File: config.mk
export PLATFORM = sky130hd
export DESIGN_NAME = monitoreo_multicanal
export DESIGN_NICKNAME = d
export VERILOG_FILES = /design/src/rtl/monitoreo_pkg.sv /design/src/rtl/canal_temp.sv /design/src/rtl/monitoreo_multicanal.sv
export SDC_FILE = /design/constraint.sdc
export NUM_CORES = 1
export LEC_CHECK = 0
export CORE_UTILIZATION = 63
export DETAILED_ROUTE_END_ITERATION = 10
export PLACE_DENSITY = 0.85
export SKIP_CTS_REPAIR_TIMING = 1
export SYNTH_ARGS = -nofsm -noshare
export SYNTH_HDL_FRONTEND = slang
export SYNTH_SLANG_ARGS = --single-unit
File: constraint.sdc
create_clock -name clk -period 9.6 [get_ports clk]
set_input_delay 1.92 -clock clk [delete_from_list [all_inputs] [get_ports clk]]
set_output_delay 1.92 -clock clk [all_outputs]
set_load 0.05 [all_outputs]
File: src/rtl/monitoreo_pkg.sv
// Shared types for the multi-channel temperature monitor.
// Channel state codes and sample classes.
package monitoreo_pkg;

    localparam int CNT_W = 4;

    typedef enum logic [1:0] {
        NORMAL   = 2'b00,
        FRIO     = 2'b01,
        CALIENTE = 2'b10,
        FALLA    = 2'b11
    } estado_t;

    typedef enum logic [1:0] {
        IN_RANGO = 2'b00,
        ALTO     = 2'b01,
        BAJO     = 2'b10,
        SENSOR   = 2'b11
    } clase_t;

endpackage

File: src/rtl/canal_temp.sv
// One sensor channel: sample register, persistence filter,
// state machine and registered actuator enables.
module canal_temp
    import monitoreo_pkg::*;
#(
    parameter int TEMP_W  = 11,
    parameter int PERSIST = 5
) (
    input  logic              clk,
    input  logic              arst_n,
    input  logic [TEMP_W-1:0] temp,
    input  logic              valida,
    input  logic [TEMP_W-1:0] umbral_alto,
    input  logic [TEMP_W-1:0] umbral_bajo,
    input  logic [TEMP_W-2:0] histeresis,
    input  logic              ack,
    output logic [1:0]        estado,
    output logic              calefactor,
    output logic              ventilador,
    output logic              falla,
    output logic              falla_next
);

    localparam logic [CNT_W-1:0] P_MAX = CNT_W'(PERSIST);
    localparam logic [TEMP_W-1:0] COD_MIN = {1'b1, {(TEMP_W-1){1'b0}}};

    logic signed [TEMP_W-1:0] muestra;
    logic signed [TEMP_W-1:0] alto_s;
    logic signed [TEMP_W-1:0] bajo_s;
    logic signed [TEMP_W:0]   m_ext;
    logic signed [TEMP_W:0]   lim_alto;
    logic signed [TEMP_W:0]   lim_bajo;
    logic                     pend;
    logic [CNT_W-1:0]         cnt, cnt_n;
    clase_t                   tag, tag_n, clase;
    estado_t                  est, est_n;
    logic                     lleno;

    assign alto_s = umbral_alto;
    assign bajo_s = umbral_bajo;

    // Sample capture; pend marks a fresh sample awaiting evaluation.
    always_ff @(posedge clk or negedge arst_n) begin
        if (!arst_n) begin
            muestra <= '0;
            pend    <= 1'b0;
        end else begin
            pend <= valida;
            if (valida) muestra <= temp;
        end
    end

    // Classify the registered sample; stuck-at-minimum means broken sensor.
    always_comb begin
        clase = IN_RANGO;
        if (muestra == COD_MIN) clase = SENSOR;
        else if (muestra > alto_s) clase = ALTO;
        else if (muestra < bajo_s) clase = BAJO;
    end

    // Exit limits widened by one bit so the margin cannot wrap.
    always_comb begin
        m_ext    = {muestra[TEMP_W-1], muestra};
        lim_alto = {alto_s[TEMP_W-1], alto_s} - $signed({2'b00, histeresis});
        lim_bajo = {bajo_s[TEMP_W-1], bajo_s} + $signed({2'b00, histeresis});
    end

    // Persistence counter and tag, advanced only on evaluation edges.
    always_comb begin
        cnt_n = cnt;
        tag_n = tag;
        if (pend) begin
            if (clase == IN_RANGO) begin
                cnt_n = '0;
                tag_n = IN_RANGO;
            end else if (clase == tag) begin
                if (cnt < P_MAX) cnt_n = cnt + 1'b1;
            end else begin
                cnt_n = CNT_W'(1);
                tag_n = clase;
            end
        end
        lleno = pend && (cnt_n == P_MAX);
    end

    // Next-state logic; a faulted sensor reading never counts as recovery.
    always_comb begin
        est_n = est;
        unique case (est)
            NORMAL: begin
                if (lleno) begin
                    unique case (tag_n)
                        ALTO:     est_n = CALIENTE;
                        BAJO:     est_n = FRIO;
                        SENSOR:   est_n = FALLA;
                        default:  est_n = NORMAL;
                    endcase
                end
            end
            CALIENTE: begin
                if (lleno && tag_n == SENSOR) est_n = FALLA;
                else if (pend && clase != SENSOR && m_ext <= lim_alto)
                    est_n = NORMAL;
            end
            FRIO: begin
                if (lleno && tag_n == SENSOR) est_n = FALLA;
                else if (pend && clase != SENSOR && m_ext >= lim_bajo)
                    est_n = NORMAL;
            end
            FALLA: begin
                if (ack && clase != SENSOR) est_n = NORMAL;
            end
            default: est_n = NORMAL;
        endcase
        falla_next = (est_n == FALLA);
    end

    // State, filter and decoded outputs all update together.
    always_ff @(posedge clk or negedge arst_n) begin
        if (!arst_n) begin
            cnt        <= '0;
            tag        <= IN_RANGO;
            est        <= NORMAL;
            calefactor <= 1'b0;
            ventilador <= 1'b0;
            falla      <= 1'b0;
        end else begin
            cnt        <= cnt_n;
            tag        <= tag_n;
            est        <= est_n;
            calefactor <= (est_n == FRIO);
            ventilador <= (est_n == CALIENTE);
            falla      <= (est_n == FALLA);
        end
    end

    assign estado = est;

endmodule

File: src/rtl/monitoreo_multicanal.sv
// Multi-channel temperature monitor: N_CH independent channels
// plus a sticky global fault alert.
module monitoreo_multicanal
    import monitoreo_pkg::*;
#(
    parameter int N_CH    = 4,
    parameter int TEMP_W  = 11,
    parameter int PERSIST = 5
) (
    input  logic                   clk,
    input  logic                   arst_n,
    input  logic [N_CH*TEMP_W-1:0] temp_entrada,
    input  logic [N_CH-1:0]        temp_valida,
    input  logic [TEMP_W-1:0]      umbral_alto,
    input  logic [TEMP_W-1:0]      umbral_bajo,
    input  logic [TEMP_W-2:0]      histeresis,
    input  logic                   alerta_ack,
    output logic [N_CH-1:0]        calefactor,
    output logic [N_CH-1:0]        ventilador,
    output logic [2*N_CH-1:0]      estado_actual,
    output logic                   alerta,
    output logic [N_CH-1:0]        alerta_canal
);

    logic [N_CH-1:0] falla_n;
    logic            entra;
    logic            alguna;

    for (genvar i = 0; i < N_CH; i++) begin : g_canal
        canal_temp #(
            .TEMP_W  (TEMP_W),
            .PERSIST (PERSIST)
        ) u_canal (
            .clk         (clk),
            .arst_n      (arst_n),
            .temp        (temp_entrada[i*TEMP_W +: TEMP_W]),
            .valida      (temp_valida[i]),
            .umbral_alto (umbral_alto),
            .umbral_bajo (umbral_bajo),
            .histeresis  (histeresis),
            .ack         (alerta_ack),
            .estado      (estado_actual[2*i +: 2]),
            .calefactor  (calefactor[i]),
            .ventilador  (ventilador[i]),
            .falla       (alerta_canal[i]),
            .falla_next  (falla_n[i])
        );
    end

    // Detect a fresh fault entry and whether any fault survives this edge.
    always_comb begin
        entra  = |(falla_n & ~alerta_canal);
        alguna = |falla_n;
    end

    // Sticky alert: a new fault entry beats a concurrent acknowledge.
    always_ff @(posedge clk or negedge arst_n) begin
        if (!arst_n) alerta <= 1'b0;
        else if (entra) alerta <= 1'b1;
        else if (alerta_ack && !alguna) alerta <= 1'b0;
    end

endmodule

* Word level (Yosys, flattened, before mapping)
Cells that the tools add are included.
** Operators by class
- Add/sub/neg operators :: 6
- Magnitude comparators :: 20
- Equality and inequality tests :: 52
- Muxes and demuxes :: 74
- Bitwise gates (word level) :: 2
- Reductions and logical operators :: 37
** Operator list (number)
- $mux W2 :: 48
- $mux W4 :: 16
- $eq A2 B2 Y1 const B :: 24
- $ge A11 B12 Y1 :: 4
- $le A11 B12 Y1 :: 4
- $eq A11 B11 Y1 const B :: 4
- $gt A11 B11 Y1 :: 4
- $lt A11 B11 Y1 :: 4
- $pmux W2 S4 :: 4
- $logic_and A1 B1 Y1 :: 25
- $eq A2 B1 Y1 const B :: 12
- $pmux W2 S3 :: 4
- $add A4 B1 Y4 const B :: 4
- $eq A4 B3 Y1 const B :: 4
- $logic_not A2 Y1 :: 8
- $lt A4 B3 Y1 const B :: 4
- $add A11 B11 Y12 :: 1
- $sub A11 B11 Y12 :: 1
- $eq A2 B2 Y1 :: 4
- $ne A2 B2 Y1 const B :: 4
- $reduce_or A4 Y1 :: 2
- $and A4 B4 Y4 :: 1
- $not A4 Y4 :: 1
- $mux W1 :: 2
- 2 further kinds :: 2
** Storage, ports and cells
- Register bits :: 93
- Bits of input ports :: 83
- Output and inout bits :: 21
- Word-level logic and storage cells :: 224

* Depth between registers and ports, before layout
- Depth after elaboration :: 19
- Depth in mapped cells :: 24
- Depth with buffers taken out :: 24

* Hierarchy
Synthesis repeated with hierarchy kept, for this count alone.
** Second synthesis, totals
- Cells, all modules :: 1450
- Area total of the unflattened synthesis :: 12650.9 um2
** By module, submodules not included
- canal_temp (g_canal[0].u_canal ...) :: times used 3, cells each 360, area each 3141.8 um2, sequential area each 575.6 um2
- canal_temp (g_canal[1].u_canal) :: times used 1, cells each 360, area each 3149.3 um2, sequential area each 575.6 um2
- monitoreo_multicanal :: times used 1, cells each 10, area each 76.3 um2, sequential area each 25.0 um2

* Worst setup path before layout
Ideal clock, no wire load.
- Path type :: input to register
- Start :: in umbral_bajo[1]
- End :: reg alerta
- Library setup time :: 0.086 ns
- Arrival time :: 5.867 ns
- Data required time :: 9.514 ns
- Path slack :: 3.647 ns
- Cell stages on the path :: 21
- Path buffers :: 0
- Cells stage by stage :: ha_1 -> a21o_1 -> a21oi_1 -> o21bai_1 -> a21oi_1 -> o21bai_1 -> a21oi_1 -> nor2b_1 -> o21a_1 -> nor2_1 -> xor2_1 -> ha_1 -> a211o_1 -> a2111oi_0 -> o211ai_1 -> a31oi_1 -> o21bai_1 -> or3b_1 -> nor3_1 -> nor3b_1 -> o221ai_2
** On the way
- Cells in the longest elaborated chain, start to end :: 18
- Elaborated cells on any way between the ends :: 140
- Those cells by class :: add/sub (1); order compare (8); eq/ne (28); mux (69); bitwise (1); reduce/logical (33)
** RTL lines
- from (decl) :: line monitoreo_multicanal.sv:15 : input logic [TEMP_W-1:0] umbral_bajo,
- $lt A11 B11 Y1 :: line canal_temp.sv:58 : else if (muestra < bajo_s) clase = BAJO;
- $mux W2 :: line canal_temp.sv:58
- $mux W2 :: line canal_temp.sv:57 : else if (muestra > alto_s) clase = ALTO;
- $mux W2 :: line canal_temp.sv:56 : if (muestra == COD_MIN) clase = SENSOR;
- $eq A2 B2 Y1 :: line canal_temp.sv:76 : end else if (clase == tag) begin
- $mux W4 :: line canal_temp.sv:76
- $mux W4 :: line canal_temp.sv:73 : if (clase == IN_RANGO) begin
- $mux W4 :: line canal_temp.sv:72 : if (pend) begin
- (+2 left out)
- $logic_and A1 B1 Y1 :: line canal_temp.sv:101, canal_temp.sv:106
- $mux W2, on equally long branches :: line canal_temp.sv:106, canal_temp.sv:101
- $pmux W2 S4 :: line canal_temp.sv:89 : unique case (est)
- $eq A2 B2 Y1 :: line canal_temp.sv:115 : falla_next = (est_n == FALLA);
- $reduce_or A4 Y1 :: line monitoreo_multicanal.sv:53 : alguna = |falla_n;
- $logic_not A1 Y1 :: line monitoreo_multicanal.sv:60 : else if (alerta_ack && !alguna) alerta <= 1'b0;
- $logic_and A1 B1 Y1 :: line monitoreo_multicanal.sv:60
- $reduce_bool A2 Y1 (no line)
- to (signal assigned) :: line monitoreo_multicanal.sv:58 : if (!arst_n) alerta <= 1'b0;
- to (signal assigned) :: line monitoreo_multicanal.sv:59 : else if (entra) alerta <= 1'b1;
- to (signal assigned) :: line monitoreo_multicanal.sv:60
- to (decl) :: line monitoreo_multicanal.sv:21 : output logic alerta,
Several ways; a longest one is shown, not always the timed one.
A chain may end at the register's enable or synchronous reset.

* Final worst setup path
- Start :: in umbral_bajo[0]
- End :: reg alerta
Same word-level chain as after synthesis.

==> out/qor.yml <==
outcome:
  status: "finished, final reports clean"
synth:
  ys_ff_latch: 93
  syn_nets: 1354
  synth-seq-area-share_pct: 24.0
  synthSimpleGateAreaFrac_pct: 15.0
  yosys_warnings: 0
  async_flop_share_pct: 100
  ys_top_cells_by_count: "ha_1, dfrtp_1, inv_1, a21oi_1, o21ai_0"
  synth_top_family_by_area: "adder cells"
  yosys.area_share.adder_pct: 27.3
  synth_edf_count: 0
  synthXorXnorAreaFrac_pct: 1.72
  avgSynthCellArea_um2: 9.14
  synth_cell_types: 78
  synth.top_cells.by_area: "ha_1, dfrtp_1, mux2_2, inv_1, a21oi_1"
  synth_top_cell_area_share_pct: 26.8
  synth_compound_area_share_pct: 22.1
  syn_inst: 1061
  synth_top_area_cell: "ha_1"
  synth.most_common_cell: "ha_1"
  synth_ff_type: "dfrtp_1"
  synthMuxAreaShare_pct: 5.07
  syn_area_um2: 9690
clock_network:
  clkTransAtPathRegs_ns: 0.07
  clock_sink_count: 93
  cts-root-buf: "clkbuf_16"
  cts_buffers: 9
  clock_latency_ns: 0.37
  clock_path_buffers: 2
  cts_tree: "done"
  cts_max_level: 3
sta:
  finalHoldViolCount: 0
  slew_viol_final: 0
  fin_skew_ns: 0.00900
  rsz0062_at_grt: "false"
  timing.fmax_mhz: 139
  fin_ws_ns: 2.42
  period_share_pct: 74.7
  setup_tns_ns: 0
  finalSetupViolCount: 0
  relSlewSlack_pct: 41.0
  period_minus_slack_ns: 7.18
  worst_slew_pin_slew_ns: 0.879
worst_setup_path:
  r2r-start: "g_canal[0].u_canal.muestra[2]"
  r2r_slack_ns: 5.96
  crit_path_max_fanout: 5
  crit_type: "primary input to flip-flop"
  startpoint_type: "primary input"
  critical_path_required_ns: 9.89
  r2r_end: "alerta"
  worstSetupEndpointType: "flip-flop"
  r2r_cells: 11
  worstPathArrival_ns: 7.46
pwr:
  ir_drop_uv: 112
  power_frac_seq_pct: 30.6
  leakage_nw: 5.12
  p_int_mw: 1.00
  power_frac_comb_pct: 48.9
  p_sw_share_pct: 43.2
  switching_power_mw: 0.759
  powerDensity_nw_per_um2: 158
  p_clk_share_pct: 20.5
min_path:
  hold_depth: 1
  worstHoldPathType: "flip-flop to flip-flop"
  hold_path_end: "g_canal[3].u_canal.cnt[3]"
  min-delay-start: "g_canal[3].u_canal.cnt[3]"
grt:
  grt_first_pass_wirelength_um: 44100
  grt_pass1_vias: 8637
  groute.usage.overall_pct: 36.0
  grt_max_degree: 49
  grt_overflow: 0
  antenna_found_initial: 0
cells_and_area:
  final_area_um2: 11100
  fillCellCount: 1081
  antenna_cells: 0
  layout.nets: 1443
  drive_gt1_share_pct: 6.49
  syn_to_final_growth_pct: 14.6
  utilization_pct: 75.3
  stdcell_count: 1339
detailed_routing:
  via_count: 9003
  wl_um: 27700
  dr.first_iter.drc_count: 717
  via_per_inst: 6.72
  wl_per_cell_um: 20.7
  postRouteAntennaNets: 0
  remaining_drc_errors: 0
  drtPass1Iterations: 6
placed_design:
  postPlaceCellArea_um2: 10800
  placed_cells: 1323
  dp_slack_ns: 2.17
  dp_hpwl_um: 20900
  io_buffers: 103
  place_congestion: 0.962
floorplanning:
  rows: 44
  dieWidth_um: 126
  die_h_um: 126
  core_area_um2: 14800
  die_area_um2: 15900
  start_util_pct: 65.7
  ios: 104
run:
  drv_cap: 0
logic make-up (layout without fill, tap and decap cells):
| logic type | Yosys count | after routing |
|---|---|---|
| XOR/XNOR | 19 | 19 |
| AO/OA/AOI/OAI | 307 | 307 |
| buffers and inverters | 113 | 207 |
| AND/OR/NAND/NOR | 275 | 275 |
| multiplexers | 44 | 44 |
| adder cells (fa/ha/maj) | 210 | 210 |
| flip-flops | 93 | 93 |
power by group through the flow:
stage | logic [mW] | registers, mW | clock network [mW]
6_report | 0.859 | 0.539 | 0.361
4_1_cts | 0.841 | 0.535 | 0.366
3_3_place_gp | 0.803 | 0.541 | 0
5_1_grt | 0.947 | 0.546 | 0.381
2_1_floorplan | 0.595 | 0.529 | 0
3_5_place_dp | 0.833 | 0.541 | 0
cell usage in the layout, fill, tap and decap left out, types with 5 or more instances in the layout:
cell type        synthesis  routed
o2111ai_1                5       5
and3_1                   5       5
a21o_1                  26      26
o21a_1                  20      20
o211ai_1                14      14
a31oi_1                 16      16
dfrtp_1                 93      93
a2111oi_0                6       6
o21bai_1                 6       6
a211oi_1                 6       6
nor4_1                  12      12
a21boi_0                 7       7
clkdlybuf4s50_1          0     102
mux2_2                  41      41
nor2b_1                 24      24
ha_1                   208     208
xor2_1                   6       6
xnor2_1                 13      13
a221oi_1                 6       6
a32o_1                   5       5
nand2_1                 49      49
nor3_1                  15      15
a21oi_1                 62      62
nand2b_1                20      20
and2_1                   7       7
nor3b_1                  7       7
nand4_1                 25      25
or3_1                    5       5
inv_1                   87      87
o31ai_1                  7       7
clkbuf_16                0       9
o31a_1                   6       6
o21ai_0                 60      60
nor2_1                  57      57
nand3_1                 31      31
worst max path at each step:
stage                         from     end  slack [ns]  cells past startpoint
finish              umbral_bajo[0]  alerta        2.42                     22
global route        umbral_bajo[0]  alerta        2.17                     22
CTS                 umbral_bajo[0]  alerta        2.54                     22
detailed placement  umbral_bajo[0]  alerta        2.17                     22
global placement    umbral_bajo[0]  alerta        2.45                     22
floorplan           umbral_bajo[1]  alerta        3.65                     21
stage by stage:
stage / hold WS, ns / power [mW]
floorplan: 0.479 / 1.12
global placement: 0.507 / 1.34
detailed placement: 0.513 / 1.37
CTS: 0.530 / 1.74
global route: 0.564 / 1.87
finish: 0.533 / 1.76
critical path, cell delays in order:
cell	delay, ns
clkdlybuf4s50_1	0.58
ha_1	0.31
a21o_1	0.18
a21oi_1	0.23
o21bai_1	0.09
a21oi_1	0.25
o21bai_1	0.09
a21oi_1	0.23
nor2b_1	0.08
o21a_1	0.18
nor2_1	0.12
xor2_1	0.57
ha_1	0.37
a211o_1	0.32
a2111oi_0	0.52
o211ai_1	0.17
a31oi_1	0.25
o21bai_1	0.15
or3b_1	0.37
nor3_1	0.22
nor3b_1	0.10
o221ai_2	0.16
sequential cells by signal, indices dropped and copies added, names as in the netlist:
| register | flops |
|---|---|
| g_canal.u_canal.muestra | 44 |
| g_canal.u_canal.cnt | 16 |
| g_canal.u_canal.estado | 8 |
| g_canal.u_canal.tag | 8 |
| g_canal.u_canal.calefactor | 4 |
| g_canal.u_canal.falla | 4 |
| g_canal.u_canal.pend | 4 |
| g_canal.u_canal.ventilador | 4 |
| alerta | 1 |
metal layers:
metal / vias to the layer above / part of all wire, % / global-route usage [%]
met3: 110 / 10 / 8.58
met4: 0 / 5.3 / 21.0
li1: 4194 / - / -
met2: 458 / 44 / 57.3
met1: 4241 / 40 / 44.6
met5: - / 0 / 0
area by class of cell:
class / count / area (µm²) / share of cell area, %
multi-input combinational: 855 / 6900 / 62.1
sequential: 93 / 2330 / 20.9
timing repair buffer: 104 / 1040 / 9.32
inverter: 87 / 327 / 2.94
clock buffer: 10 / 239 / 2.15
tap: 184 / 230 / 2.07
clock inverter: 6 / 57.6 / 0.518
Note: power is estimated with default switching activity, not from simulation.
